`config.mk`:
```
export PLATFORM = sky130hd
export DESIGN_NAME = load_hazard_scoreboard_flat
export DESIGN_NICKNAME = d
export VERILOG_FILES = /design/src/rtl/load_hazard_scoreboard_if.sv /design/src/rtl/load_hazard_scoreboard.sv /design/src/flat_wrapper.sv
export SDC_FILE = /design/constraint.sdc
export NUM_CORES = 1
export LEC_CHECK = 0
export ABC_AREA = 1
export ABC_CLOCK_PERIOD_IN_PS = 2100
export BUFFER_PORTS_ARGS = -buffer_cell sky130_fd_sc_hd__buf_2
export CAP_MARGIN = 20
export CORE_AREA = 2 2 92 85
export DETAILED_ROUTE_END_ITERATION = 10
export DIE_AREA = 0 0 94 87
export MAX_ROUTING_LAYER = met4
export PLACE_DENSITY = 0.66
export SYNTH_ARGS = -nofsm -noshare
export SYNTH_HDL_FRONTEND = slang
export SYNTH_SLANG_ARGS = --single-unit
```
`constraint.sdc`:
```
create_clock -name clk -period 2.1 [get_ports clk]
set_input_delay 0.315 -clock clk [delete_from_list [all_inputs] [get_ports clk]]
set_output_delay 0.315 -clock clk [all_outputs]
set_load 0.01 [all_outputs]
```
`src/rtl/load_hazard_scoreboard_if.sv`:
```
// Pipeline-side signal bundle for the load-use hazard scoreboard.
// The master drives the IF/ID, ID/EXE and memory status; the slave returns stall controls.
interface load_hazard_scoreboard_if #(
    parameter int REG_W = 5,
    parameter int CNT_W = 32
);
    logic [REG_W-1:0] ifid_rs1;
    logic [REG_W-1:0] ifid_rs2;
    logic             ifid_rs1_used;
    logic             ifid_rs2_used;
    logic [REG_W-1:0] idexe_rd;
    logic             idexe_memread;
    logic             mem_ready;
    logic             branch_flush;
    logic             if_redo;
    logic             id_redo;
    logic             exe_flush;
    logic             busy;
    logic [CNT_W-1:0] stall_cycles;

    modport master (
        output ifid_rs1, ifid_rs2, ifid_rs1_used, ifid_rs2_used,
        output idexe_rd, idexe_memread, mem_ready, branch_flush,
        input  if_redo, id_redo, exe_flush, busy, stall_cycles
    );

    modport slave (
        input  ifid_rs1, ifid_rs2, ifid_rs1_used, ifid_rs2_used,
        input  idexe_rd, idexe_memread, mem_ready, branch_flush,
        output if_redo, id_redo, exe_flush, busy, stall_cycles
    );
endinterface

```
`src/rtl/load_hazard_scoreboard.sv`:
```
// Load-use hazard controller: detects a dependent instruction behind a load, holds IF/ID
// for LOAD_LAT cycles and until memory is ready, honours branch flushes, counts stall cycles.
module load_hazard_scoreboard #(
    parameter int REG_W         = 5,
    parameter int LOAD_LAT      = 1,
    parameter int ZERO_REG_SAFE = 1,
    parameter int CNT_W         = 32
) (
    input  logic                        clk,
    input  logic                        rst_n,
    load_hazard_scoreboard_if.slave     bus
);
    localparam int CW = $clog2(LOAD_LAT) + 1;

    localparam logic [0:0] IDLE  = 1'b0;
    localparam logic [0:0] STALL = 1'b1;

    logic [0:0]       state;
    logic [CW-1:0]    cnt;
    logic             rdy_seen;
    logic [CNT_W-1:0] stall_cycles;

    logic rs_hit;
    logic rd_zero_block;
    logic match;
    logic done;
    logic stall;

    always_comb begin
        rs_hit = (bus.ifid_rs1_used && (bus.ifid_rs1 == bus.idexe_rd)) ||
                 (bus.ifid_rs2_used && (bus.ifid_rs2 == bus.idexe_rd));
        rd_zero_block = (ZERO_REG_SAFE != 0) && (bus.idexe_rd == '0);
        match = bus.idexe_memread && rs_hit && !rd_zero_block && !bus.branch_flush;
        done  = (cnt == '0) && (bus.mem_ready || rdy_seen);
        stall = 1'b0;
        if (state == IDLE) begin
            stall = match;
        end else begin
            stall = !done && !bus.branch_flush;
        end
    end

    // Gating with rst_n makes the stall outputs drop the instant reset asserts,
    // even though IDLE would otherwise pass a live match straight through.
    assign bus.if_redo      = stall && rst_n;
    assign bus.id_redo      = stall && rst_n;
    assign bus.exe_flush    = stall && rst_n;
    assign bus.busy         = (state == STALL) && rst_n;
    assign bus.stall_cycles = stall_cycles;

    always_ff @(posedge clk or negedge rst_n) begin
        if (!rst_n) begin
            state    <= IDLE;
            cnt      <= '0;
            rdy_seen <= 1'b0;
        end else begin
            case (state)
                IDLE: begin
                    if (match) begin
                        state    <= STALL;
                        cnt      <= CW'(LOAD_LAT - 1);
                        rdy_seen <= 1'b0;
                    end else begin
                        cnt      <= '0;
                        rdy_seen <= 1'b0;
                    end
                end
                default: begin
                    if (bus.branch_flush || done) begin
                        state    <= IDLE;
                        cnt      <= '0;
                        rdy_seen <= 1'b0;
                    end else begin
                        if (cnt != '0) begin
                            cnt <= cnt - 1'b1;
                        end
                        rdy_seen <= rdy_seen | bus.mem_ready;
                    end
                end
            endcase
        end
    end

    always_ff @(posedge clk or negedge rst_n) begin
        if (!rst_n) begin
            stall_cycles <= '0;
        end else if (stall) begin
            stall_cycles <= stall_cycles + 1'b1;
        end
    end
endmodule

```
`src/flat_wrapper.sv`:
```
// flat-port wrapper written by rule: the top's interface ports become plain ports
module load_hazard_scoreboard_flat 
#(
    parameter int REG_W         = 5,
    parameter int LOAD_LAT      = 1,
    parameter int ZERO_REG_SAFE = 1,
    parameter int CNT_W         = 32
)
  (clk, rst_n, bus_ifid_rs1, bus_ifid_rs2, bus_ifid_rs1_used, bus_ifid_rs2_used, bus_idexe_rd, bus_idexe_memread, bus_mem_ready, bus_branch_flush, bus_if_redo, bus_id_redo, bus_exe_flush, bus_busy, bus_stall_cycles);
  load_hazard_scoreboard_if #(.REG_W(REG_W), .CNT_W(CNT_W)) bus_i ();
  input  logic clk;
  input  logic rst_n;
  input wire logic [$bits(bus_i.ifid_rs1)-1:0] bus_ifid_rs1;
  input wire logic [$bits(bus_i.ifid_rs2)-1:0] bus_ifid_rs2;
  input wire logic [$bits(bus_i.ifid_rs1_used)-1:0] bus_ifid_rs1_used;
  input wire logic [$bits(bus_i.ifid_rs2_used)-1:0] bus_ifid_rs2_used;
  input wire logic [$bits(bus_i.idexe_rd)-1:0] bus_idexe_rd;
  input wire logic [$bits(bus_i.idexe_memread)-1:0] bus_idexe_memread;
  input wire logic [$bits(bus_i.mem_ready)-1:0] bus_mem_ready;
  input wire logic [$bits(bus_i.branch_flush)-1:0] bus_branch_flush;
  output wire logic [$bits(bus_i.if_redo)-1:0] bus_if_redo;
  output wire logic [$bits(bus_i.id_redo)-1:0] bus_id_redo;
  output wire logic [$bits(bus_i.exe_flush)-1:0] bus_exe_flush;
  output wire logic [$bits(bus_i.busy)-1:0] bus_busy;
  output wire logic [$bits(bus_i.stall_cycles)-1:0] bus_stall_cycles;
  assign bus_i.ifid_rs1 = bus_ifid_rs1;
  assign bus_i.ifid_rs2 = bus_ifid_rs2;
  assign bus_i.ifid_rs1_used = bus_ifid_rs1_used;
  assign bus_i.ifid_rs2_used = bus_ifid_rs2_used;
  assign bus_i.idexe_rd = bus_idexe_rd;
  assign bus_i.idexe_memread = bus_idexe_memread;
  assign bus_i.mem_ready = bus_mem_ready;
  assign bus_i.branch_flush = bus_branch_flush;
  assign bus_if_redo = bus_i.if_redo;
  assign bus_id_redo = bus_i.id_redo;
  assign bus_exe_flush = bus_i.exe_flush;
  assign bus_busy = bus_i.busy;
  assign bus_stall_cycles = bus_i.stall_cycles;
  load_hazard_scoreboard #(.REG_W(REG_W), .LOAD_LAT(LOAD_LAT), .ZERO_REG_SAFE(ZERO_REG_SAFE), .CNT_W(CNT_W)) u_core (.clk(clk), .rst_n(rst_n), .bus(bus_i));
endmodule
```
==> impl_metrics.csv, run 1 <==
group,metric,value,unit
outcome,status,"complete, but fails checks",
outcome,violations,"hold timing",
clock_network,postCtsSetupBuffers,0,
synthesis,synthMuxAreaShare,0,%
finish,num-nets-final,482,
worst_hold_path,hold_class,"in -> async",
grt,grt_pass1_wl,11500,um
sta,setup_violations,0,
die,coreArea,7320,um2
synthesis,synth-xor-area-share,5.17,%
sta,fmax,0.579,GHz
setup_path,r2r_slack,370,ps
synthesis,yosysSeqAreaShare,33.5,%
place,placed_cells,548,
setup_path,worstSetupStartpointType,"register",
synthesis,synth_compound_area_share,0.197,%
setup_path,path_cells,"ha_1 -> inv_1 -> nor2_4 -> nand2_1 -> nor2_1 -> xor2_1 -> nand3_1 -> nand2_1",
synthesis,synth_most_common_cell,"nand2_1",
sta,drv_slew,0,
routing,vias_per_cell,4.65,
synthesis,synth_warnings,0,
synthesis,synth_area_per_cell,6.33,um2
clock_network,cts.sinks,34,
die,fp.dieH,87,um
synthesis,synth_adder_area_share,0.493,%
setup_path,cp_max_fo,7,
clock_network,clk_pin_slew_worst_paths,70,ps
finish,drive_above_1_share,19.4,%
setup_path,cpMostUsedCell,"nand2_1",
synthesis,ys_types,21,
routing,ant_nets,0,
setup_path,critical-path-max-stage-delay,450,ps
routing,drc_errors,0,
synthesis,synth_edf_count,0,
sta,finalCritPeriodShare,82.3,%
finish,fin_cells,555,
synthesis,synth_commonest_cells,"190 x nand2_1, 52 x nor2_1, 38 x nand3_1, 34 x dfrtp_1, 23 x inv_1",
place,gp_congestion,0.921,
power,power_density,518,nW/um2
routing,drt_iter0_markers,123,
synthesis,synth.largest_area_cell,"dfrtp_1",
finish,multi_input_area,1500,um2
synthesis,syn-instance-count,401,
routing,vias,2582,
synthesis,syn_nets,424,
die,fp.dieW,94,um
grt,grt_usage,18.4,%
sta,fin_skew,9.37,ps
sta,whs,-7.46,ps
power,power_leakage,0.00166,uW
finish,fillers,833,
routing,wl,6810,um
setup_path,crit_arrival,1960,ps
sta,rsz0062_at_grt,"false",
clock_network,cts-root-buf,"clkbuf_8",
finish,final-seq-area,851,um2
synthesis,synth_top_family_by_area,"simple AND/OR/NAND/NOR gates",
die,start_util,34.7,%
sta,hold_violations,9,
flow_run,cap_viol_max_count,0,
setup_path,cp.required,2330,ps
setup_path,r2r_start,"u_core.bus.stall_cycles[0]$_DFFE_PN0P_",
grt,antenna_found_initial,0,
die,ios,58,
setup_path,reg2regPathDepth,8,
clock_network,htreeDepth,2,
die,die-area,8180,um2
clock_network,ctsHoldBuffers,0,
clock_network,tritoncts,"yes",
synthesis,syn_area,2540,um2
sta,tns,0,ps
synthesis,ys.flop_type,"dfrtp_1",
power,irDropWorstVdd,304,uV
clock_network,cts.path.max_buffers,2,
grt,grt_max_degree,34,
routing,dr.pass1.iters,4,
setup_path,r2r_end,"u_core.bus.stall_cycles[16]$_DFFE_PN0P_",
grt,grt_pass1_vias,2361,
synthesis,yosys.area_share.simple,52.9,%
clock_network,post_cts_resized,0,
finish,area_growth,18.4,%
setup_path,critical_path_class,"reg -> reg",
setup_path,endpoint_kind,"register",
routing,wl_per_cell,12.3,um
finish,antenna_cells,0,
finish,fin_util,41.1,%
synthesis,ys_ff_latch,34,
sta,fin_crit,1730,ps
synthesis,ys_async_sr_fraction,100,%
die,core.rowCount,30,
setup_path,slowest_stage,"dfrtp_1",
place,io_buffers,57,
place,dp_hpwl,5280,um
synthesis,yosys.area.top_type_share,33.5,%
clock_network,clkLatencyLatePin,290,ps
grt,overflow,0,
synthesis,yosys-top-cells-area,"dfrtp_1 33%, nand2_1 28%, nor2_1 7.7%, nand3_1 7.5%, nand3b_1 3.8%",
clock_network,cts_buffers,5,
-- final cells by class --
| cell class | instances | area share [%] |
|---|---|---|
| Tap cell | 96 | 4.00 |
| Timing Repair Buffer | 62 | 10.7 |
| Multi-Input combinational cell | 328 | 49.7 |
| Inverter | 28 | 3.50 |
| Clock buffer | 6 | 2.75 |
| Clock inverter | 1 | 0.999 |
| Sequential cell | 34 | 28.3 |
-- worst max-delay path by stage --
stage / slack (ps) / start / end
2_1_floorplan: 470 / bus_idexe_rd[2] / bus_id_redo
4_1_cts: 380 / u_core.bus.stall_cycles[0]$_DFFE_PN0P_ / u_core.bus.stall_cycles[16]$_DFFE_PN0P_
3_3_place_gp: 440 / u_core.bus.stall_cycles[0]$_DFFE_PN0P_ / u_core.bus.stall_cycles[16]$_DFFE_PN0P_
3_5_place_dp: 400 / u_core.bus.stall_cycles[0]$_DFFE_PN0P_ / u_core.bus.stall_cycles[16]$_DFFE_PN0P_
5_1_grt: 210 / u_core.bus.stall_cycles[0]$_DFFE_PN0P_ / u_core.bus.stall_cycles[16]$_DFFE_PN0P_
6_report: 370 / u_core.bus.stall_cycles[0]$_DFFE_PN0P_ / u_core.bus.stall_cycles[16]$_DFFE_PN0P_
-- sequential cells by signal, summed over array words and instances, names as in the netlist --
signal	flops
u_core.bus.stall_cycles	32
u_core.rdy_seen	1
u_core.state	1
-- worst max-delay path: cells and delay by family, from the launching register on --
family        cells  cell delay [ps]
simple gates      5              670
flops             1              450
xor+xnor          1              160
buf+inv           1              110
fa+ha+maj         1              280
-- metrics by stage --
step / instance area, um2 / power (uW) / hold slack (ps) / setup slack, ps
after floorplan: 2540 / 857 / 19.4 / 469
after global placement: 2890 / 943 / 317 / 443
after detailed placement: 2890 / 947 / 316 / 404
after CTS: 3010 / 1580 / 3.31 / 381
after global routing: 3010 / 1640 / 9.72 / 211
final: 3010 / 1560 / -7.46 / 371
-- kinds of logic (layout without fill, tap and decap cells) --
family / after synthesis / count (layout)
adders and majority gates: 1 / 1
other: 1 / 1
AOI/OAI and AO/OA: 1 / 1
buffers and inverters: 39 / 97
DFF: 34 / 34
xor gates and xnor gates: 15 / 15
and+or+nand+nor: 310 / 310
-- routing by layer --
layer	vias up	wire length (um)	GRT usage [%]
met2	59	3020	28.6
met5	-	0	-
met3	9	316	2.94
met4	0	106	5.40
met1	1162	3370	25.0
li1	1352	-	-
-- power breakdown --
part,total (uW),switching [uW],internal [uW]
clock network,624,244,380
registers,714,34.4,679
logic,219,142,77.5
total,1560,420,1140
-- cell usage in the layout (no fill, tap or decap) --
master / n
xor2_1: 11
nor2_1: 52
o21ai_0: 1
ha_1: 1
buf_2: 57
clkbuf_8: 6
nand3b_1: 13
dfrtp_1: 34
nand2_2: 1
nand2_1: 190
xnor2_1: 4
inv_2: 5
conb_1: 1
nand2_4: 3
nand3_1: 38
nand4_1: 2
nor2_4: 5
bufinv_16: 1
inv_1: 23
buf_4: 5
nor2_2: 6
Power figures use the tool's default switching activity.
==> run 2, diff against run 1 <==
Settings changed: ABC_CLOCK_PERIOD_IN_PS 2100 to 1400, PLACE_DENSITY 0.66 to 0.68.
Clock period 2.1 ns to 1.4 ns, I/O delays scaled along.
==> run 2 against run 1 <==
Effect of this change:
- the flow finishes with violations (setup timing)
- non-clock buffer count up 48
- register-to-register slack worse by 390 ps
- clock skew up 1.5 ps
- worst hold slack better by 530 ps
- critical endpoint is now bus_exe_flush
- highest routed layer unchanged
==> impl_metrics.csv, run 2 (synthesis gave the netlist of run 1 again) <==
group,metric,value,unit
grt,overflow,0,
die,start_util,34.7,%
finish,fillers,741,
setup_path,critical_path.endpoint,"bus_exe_flush",
grt,grt_max_degree,34,
setup_path,endpoint_kind,"primary output",
sta,fmax,0.690,GHz
sta,drv_slew,0,
grt,antenna_found_initial,0,
setup_path,r2r_slack,-20,ps
clock_network,cts-root-buf,"clkbuf_8",
worst_hold_path,hold_class,"reg -> reg",
grt,grt_usage,20.2,%
setup_path,r2r_start,"u_core.bus.stall_cycles[9]$_DFFE_PN0P_",
finish,mostFrequentLayoutCell,"nand2_1",
finish,largestRegisters,"u_core.bus.stall_cycles (32), u_core.rdy_seen (1), u_core.state (1)",
place,gp_congestion,0.941,
power,power_leakage,0.00191,uW
sta,finalCritPeriodShare,104,%
sta,tns,-188,ps
die,fp.dieW,94,um
die,fp.dieH,87,um
sta,setup_violations,7,
setup_path,setup.worst_path.start,"u_core.rdy_seen$_DFF_PN0_",
finish,num-nets-final,530,
die,die-area,8180,um2
clock_network,clk_pin_slew_worst_paths,80,ps
clock_network,cts.sinks,34,
sta,whs,518,ps
routing,ant_nets,0,
routing,drt_iter0_markers,132,
finish,stdcell_area,3560,um2
setup_path,cp.required,1190,ps
routing,vias_per_cell,4.71,
setup_path,reg2regPathDepth,9,
grt,grt_pass1_vias,2673,
power,power_density,660,nW/um2
setup_path,r2r_end,"u_core.bus.stall_cycles[21]$_DFFE_PN0P_",
routing,vias,2845,
outcome,status,"complete, but fails checks",
finish,drive_above_1_share,37.2,%
finish,antenna_cells,0,
setup_path,critical_path_class,"reg -> out",
clock_network,cts_buffers,5,
die,ios,58,
routing,wl_per_cell,12.8,um
clock_network,htreeDepth,2,
sta,hold_violations,0,
flow_run,cap_viol_max_count,0,
die,coreArea,7320,um2
clock_network,clkLatencyLatePin,300,ps
routing,dr.pass1.iters,4,
finish,final_cell_mix,"173 x nand2_1, 54 x buf_2, 52 x buf_4",
grt,grt_pass1_wl,12600,um
clock_network,tritoncts,"yes",
place,io_buffers,57,
outcome,violations,"setup timing",
sta,fin_skew,10.9,ps
place,dp_hpwl,5940,um
sta,rsz0062_at_grt,"true",
sta,fin_crit,1450,ps
finish,largest_reg_flops,32,
routing,drc_errors,0,
place,post_dp_cell_area,3260,um2
setup_path,cp_max_fo,3,
routing,wl,7720,um
power,irDropWorstVdd,777,uV
die,core.rowCount,30,
setup_path,crit_arrival,1240,ps
sta,worst_slack,-49.5,ps
finish,area_growth,40.2,%
setup_path,worstSetupStartpointType,"register",
finish,regMostFlops,"u_core.bus.stall_cycles",
clock_network,cts.path.max_buffers,2,
run 2: changes by cell type in the layout (fill, tap and decap cells not counted), sizes merged:
cell / change
buf: +47
dlygate4sd3: +1
clkbuf: +1
bufinv: -1
clkinv: +1
run 2: routing by layer:
| layer | vias up | track usage [%] | wire length (um) |
|---|---|---|---|
| li1 | 1446 | - | - |
| met1 | 1332 | 28.1 | 3690 |
| met2 | 59 | 31.7 | 3590 |
| met3 | 8 | 2.86 | 384 |
| met4 | 0 | 3.69 | 58 |
| met5 | - | - | 0 |
run 2: cell type report:
| class | instances | area, um2 | share of cell area, % |
|---|---|---|---|
| sequential | 34 | 856 | 24.0 |
| clock buffer | 7 | 86.3 | 2.42 |
| tap | 96 | 120 | 3.37 |
| multi-input combinational | 328 | 1690 | 47.3 |
| inverter | 28 | 105 | 2.95 |
| clock inverter | 1 | 5.00 | 0.140 |
| timing repair buffer | 110 | 704 | 19.8 |
run 2: worst max-delay path, cell delays in order, from the launching register on:
cell and delay (ps):
dfrtp_1 360, nor2_1 110, nor2_2 60, nor2_4 110
nand2_4 70, nor2_4 120, buf_6 120
run 2: worst min path at each step:
stage          slack, ps                                       to  depth (start not counted)                                     from
5_1_grt              560  u_core.bus.stall_cycles[11]$_DFFE_PN0P_                          3                                    rst_n
6_report             520  u_core.bus.stall_cycles[31]$_DFFE_PN0P_                          2  u_core.bus.stall_cycles[31]$_DFFE_PN0P_
3_5_place_dp         260  u_core.bus.stall_cycles[11]$_DFFE_PN0P_                          2                                    rst_n
3_3_place_gp         260  u_core.bus.stall_cycles[11]$_DFFE_PN0P_                          2                                    rst_n
2_1_floorplan        -90   u_core.bus.stall_cycles[0]$_DFFE_PN0P_                          0                                    rst_n
4_1_cts              520  u_core.bus.stall_cycles[31]$_DFFE_PN0P_                          2  u_core.bus.stall_cycles[31]$_DFFE_PN0P_
run 2: power by group:
group / switching (uW) / total [uW] / internal, uW
Clock: 394 / 792 / 398
Sequential: 46.6 / 1070 / 1020
Combinational: 277 / 491 / 214
Total: 718 / 2350 / 1630
run 2: stage by stage:
step | total power, uW | std cells | setup WS (ps) | utilization (%)
2_1_floorplan | 1320 | 401 | -2.03 | -
3_3_place_gp | 1540 | 591 | -40.9 | 44.5
3_5_place_dp | 1540 | 591 | -63.8 | 44.5
4_1_cts | 2370 | 604 | -62.4 | 47.2
5_1_grt | 2480 | 604 | -139 | 48.7
6_report | 2350 | 604 | -49.5 | 48.7
run 2: repair_timing:
item                                    4_1_cts  5_1_grt
hold buffers                                  1        0
setup buffers                                 4        2
endpoints found under the setup margin       14       29
endpoints found under the hold margin        34        0
gates resized for setup                      18       44
pin swaps                                     4       12
==> run 3, diff against run 2 <==
Settings changed: CORE_AREA 2 2 92 85 to 2 2 79 74, CTS_BUF_LIST set to sky130_fd_sc_hd__clkbuf_4 sky130_fd_sc_hd__clkbuf_8 sky130_fd_sc_hd__clkbuf_16, DIE_AREA 0 0 94 87 to 0 0 81 76, PLACE_DENSITY 0.68 to 0.85.
==> run 3 against run 2 <==
Effect of this change:
- the run still ends with setup timing left
- worst hold slack worse by 170 ps
- non-clock buffer count is 6 higher
- fmax down 2.0%
- sequential share of layout area fell by 1.1 points
- worst setup slack lost 29 ps
- wire length up 7.8%
- critical path depth up 3
- combinational power up 12%
- design area grew 5.0%
- register-to-register slack lost 60 ps
- highest routed layer unchanged
==> impl_metrics.csv, run 3 (synthesis gave the netlist of run 1 again) <==
group,metric,value,unit
die,ios,58,
sta,tns,-546,ps
sta,fin_skew,7.20,ps
setup_path,crit_arrival,1660,ps
sta,fmax,0.676,GHz
sta,worst_slack,-78.9,ps
routing,ant_nets,0,
setup_path,cp.required,1580,ps
finish,antenna_cells,0,
finish,final_cell_mix,"163 x nand2_1, 53 x buf_2, 50 x buf_4",
grt,grt_pass1_wl,12200,um
clock_network,htreeDepth,2,
place,dp_hpwl,5590,um
setup_path,cp_max_fo,3,
worst_hold_path,hold_class,"in -> reg",
grt,grt_usage,25.8,%
finish,fillers,434,
finish,fin_util,69.2,%
routing,drt_iter0_markers,350,
power,power_density,677,nW/um2
die,fp.dieH,76,um
finish,num-nets-final,536,
finish,mostFrequentLayoutCell,"nand2_1",
setup_path,worstSetupStartpointType,"register",
routing,route.met3.wl,608,um
clock_network,clkLatencyLatePin,290,ps
sta,finalCritPeriodShare,106,%
sta,setup_violations,14,
routing,vias_per_cell,5.23,
power,irDropWorstVdd,729,uV
place,gp_congestion,0.976,
place,io_buffers,57,
clock_network,cts.sinks,34,
grt,antenna_found_initial,0,
setup_path,reg2regPathDepth,9,
finish,final-seq-area,856,um2
die,fp.dieW,81,um
sta,fin_crit,1480,ps
clock_network,tritoncts,"yes",
finish,regMostFlops,"u_core.bus.stall_cycles",
sta,hold_violations,0,
grt,overflow,0,
setup_path,critical_path_class,"reg -> reg",
grt,grt_max_degree,21,
finish,multi_input_area,1790,um2
clock_network,cts-root-buf,"clkbuf_8",
sta,drv_slew,0,
flow_run,cap_viol_max_count,0,
finish,largestRegisters,"u_core.bus.stall_cycles (32), u_core.rdy_seen (1), u_core.state (1)",
routing,wl_met2,4080,um
clock_network,cts.path.max_buffers,2,
routing,wl_met1,3360,um
routing,drc_errors,0,
finish,drive_above_1_share,41.4,%
worst_hold_path,min_path_cells,5,
setup_path,endpoint_kind,"register",
finish,area_growth,47.2,%
die,core.rowCount,26,
die,coreArea,5400,um2
grt,grt_pass1_vias,2732,
outcome,violations,"setup timing",
routing,maxUsedRoutingLayer,"met4",
routing,wl_per_cell,14.3,um
routing,vias,3052,
clock_network,clk_pin_slew_worst_paths,70,ps
routing,dr.pass1.iters,5,
die,start_util,47.0,%
clock_network,cts_buffers,5,
routing,wl,8320,um
finish,largest_reg_flops,32,
sta,rsz0062_at_grt,"true",
outcome,status,"complete, but fails checks",
die,die-area,6160,um2
power,power_leakage,0.00203,uW
## run 3: stage by stage
step / setup WS [ps] / hold slack (ps) / total power, uW / instance area, um2 / std cells
6_report: -78.9 / 347 / 2530 / 3740 / 584
5_1_grt: -127 / 344 / 2660 / 3740 / 584
4_1_cts: -50.3 / 348 / 2480 / 3390 / 575
3_5_place_dp: -26.9 / 234 / 1550 / 3180 / 561
3_3_place_gp: -101 / 228 / 1540 / 3180 / 561
2_1_floorplan: -2.03 / -85.6 / 1320 / 2580 / 401
## run 3: worst max-delay path, cell delays in order, from the launching register on
cell	delay, ps
dfrtp_1	420
nand2_1	130
nor2_2	160
nand2_1	150
nor2_1	220
nand2_1	70
nand2_1	60
nand2_1	40
nand3_1	70
nand2_1	50
## run 3: layout make-up
| cell class | instances | share of cell area, % |
|---|---|---|
| multi-input cells | 328 | 47.9 |
| well taps | 70 | 2.34 |
| inverters | 28 | 2.95 |
| clock buffers | 5 | 1.84 |
| clock inverters | 3 | 1.07 |
| flip-flops and latches | 34 | 22.9 |
| repair buffers | 116 | 21.0 |
## run 3: worst paths after layout
| check | to | slack, ps | start |
|---|---|---|---|
| min in group asynchronous | u_core.bus.stall_cycles[7]$_DFFE_PN0P_ | 530 | rst_n |
| worst min register to register | u_core.bus.stall_cycles[31]$_DFFE_PN0P_ | 520 | u_core.bus.stall_cycles[31]$_DFFE_PN0P_ |
| worst max-delay path | u_core.bus.stall_cycles[31]$_DFFE_PN0P_ | -80 | u_core.bus.stall_cycles[18]$_DFFE_PN0P_ |
| worst min-delay path | u_core.state$_DFF_PN0_ | 350 | bus_branch_flush |
| max in group asynchronous | u_core.bus.stall_cycles[26]$_DFFE_PN0P_ | 590 | rst_n |
| worst max register to register | u_core.bus.stall_cycles[31]$_DFFE_PN0P_ | -80 | u_core.bus.stall_cycles[18]$_DFFE_PN0P_ |
## run 3: power breakdown
part           total, uW  switching, uW  internal (uW)
logic                550            303            247
registers           1070           44.9           1020
clock network        915            391            524
## run 3: metal layers
layer / vias to the layer above / global-route usage, %
li1: 1452 / -
met1: 1412 / 33.9
met2: 161 / 40.8
met3: 27 / 4.15
met4: 0 / 7.97
met5: - / -
## run 3: what timing repair did
| action | 4_1_cts | 5_1_grt |
|---|---|---|
| resized for setup | 15 | 86 |
| endpoints found under the hold margin | 34 | 0 |
| endpoints found under the setup margin | 17 | 28 |
| hold buffers | 1 | 0 |
| pin swaps | 7 | 48 |
| buffers inserted | 5 | 9 |
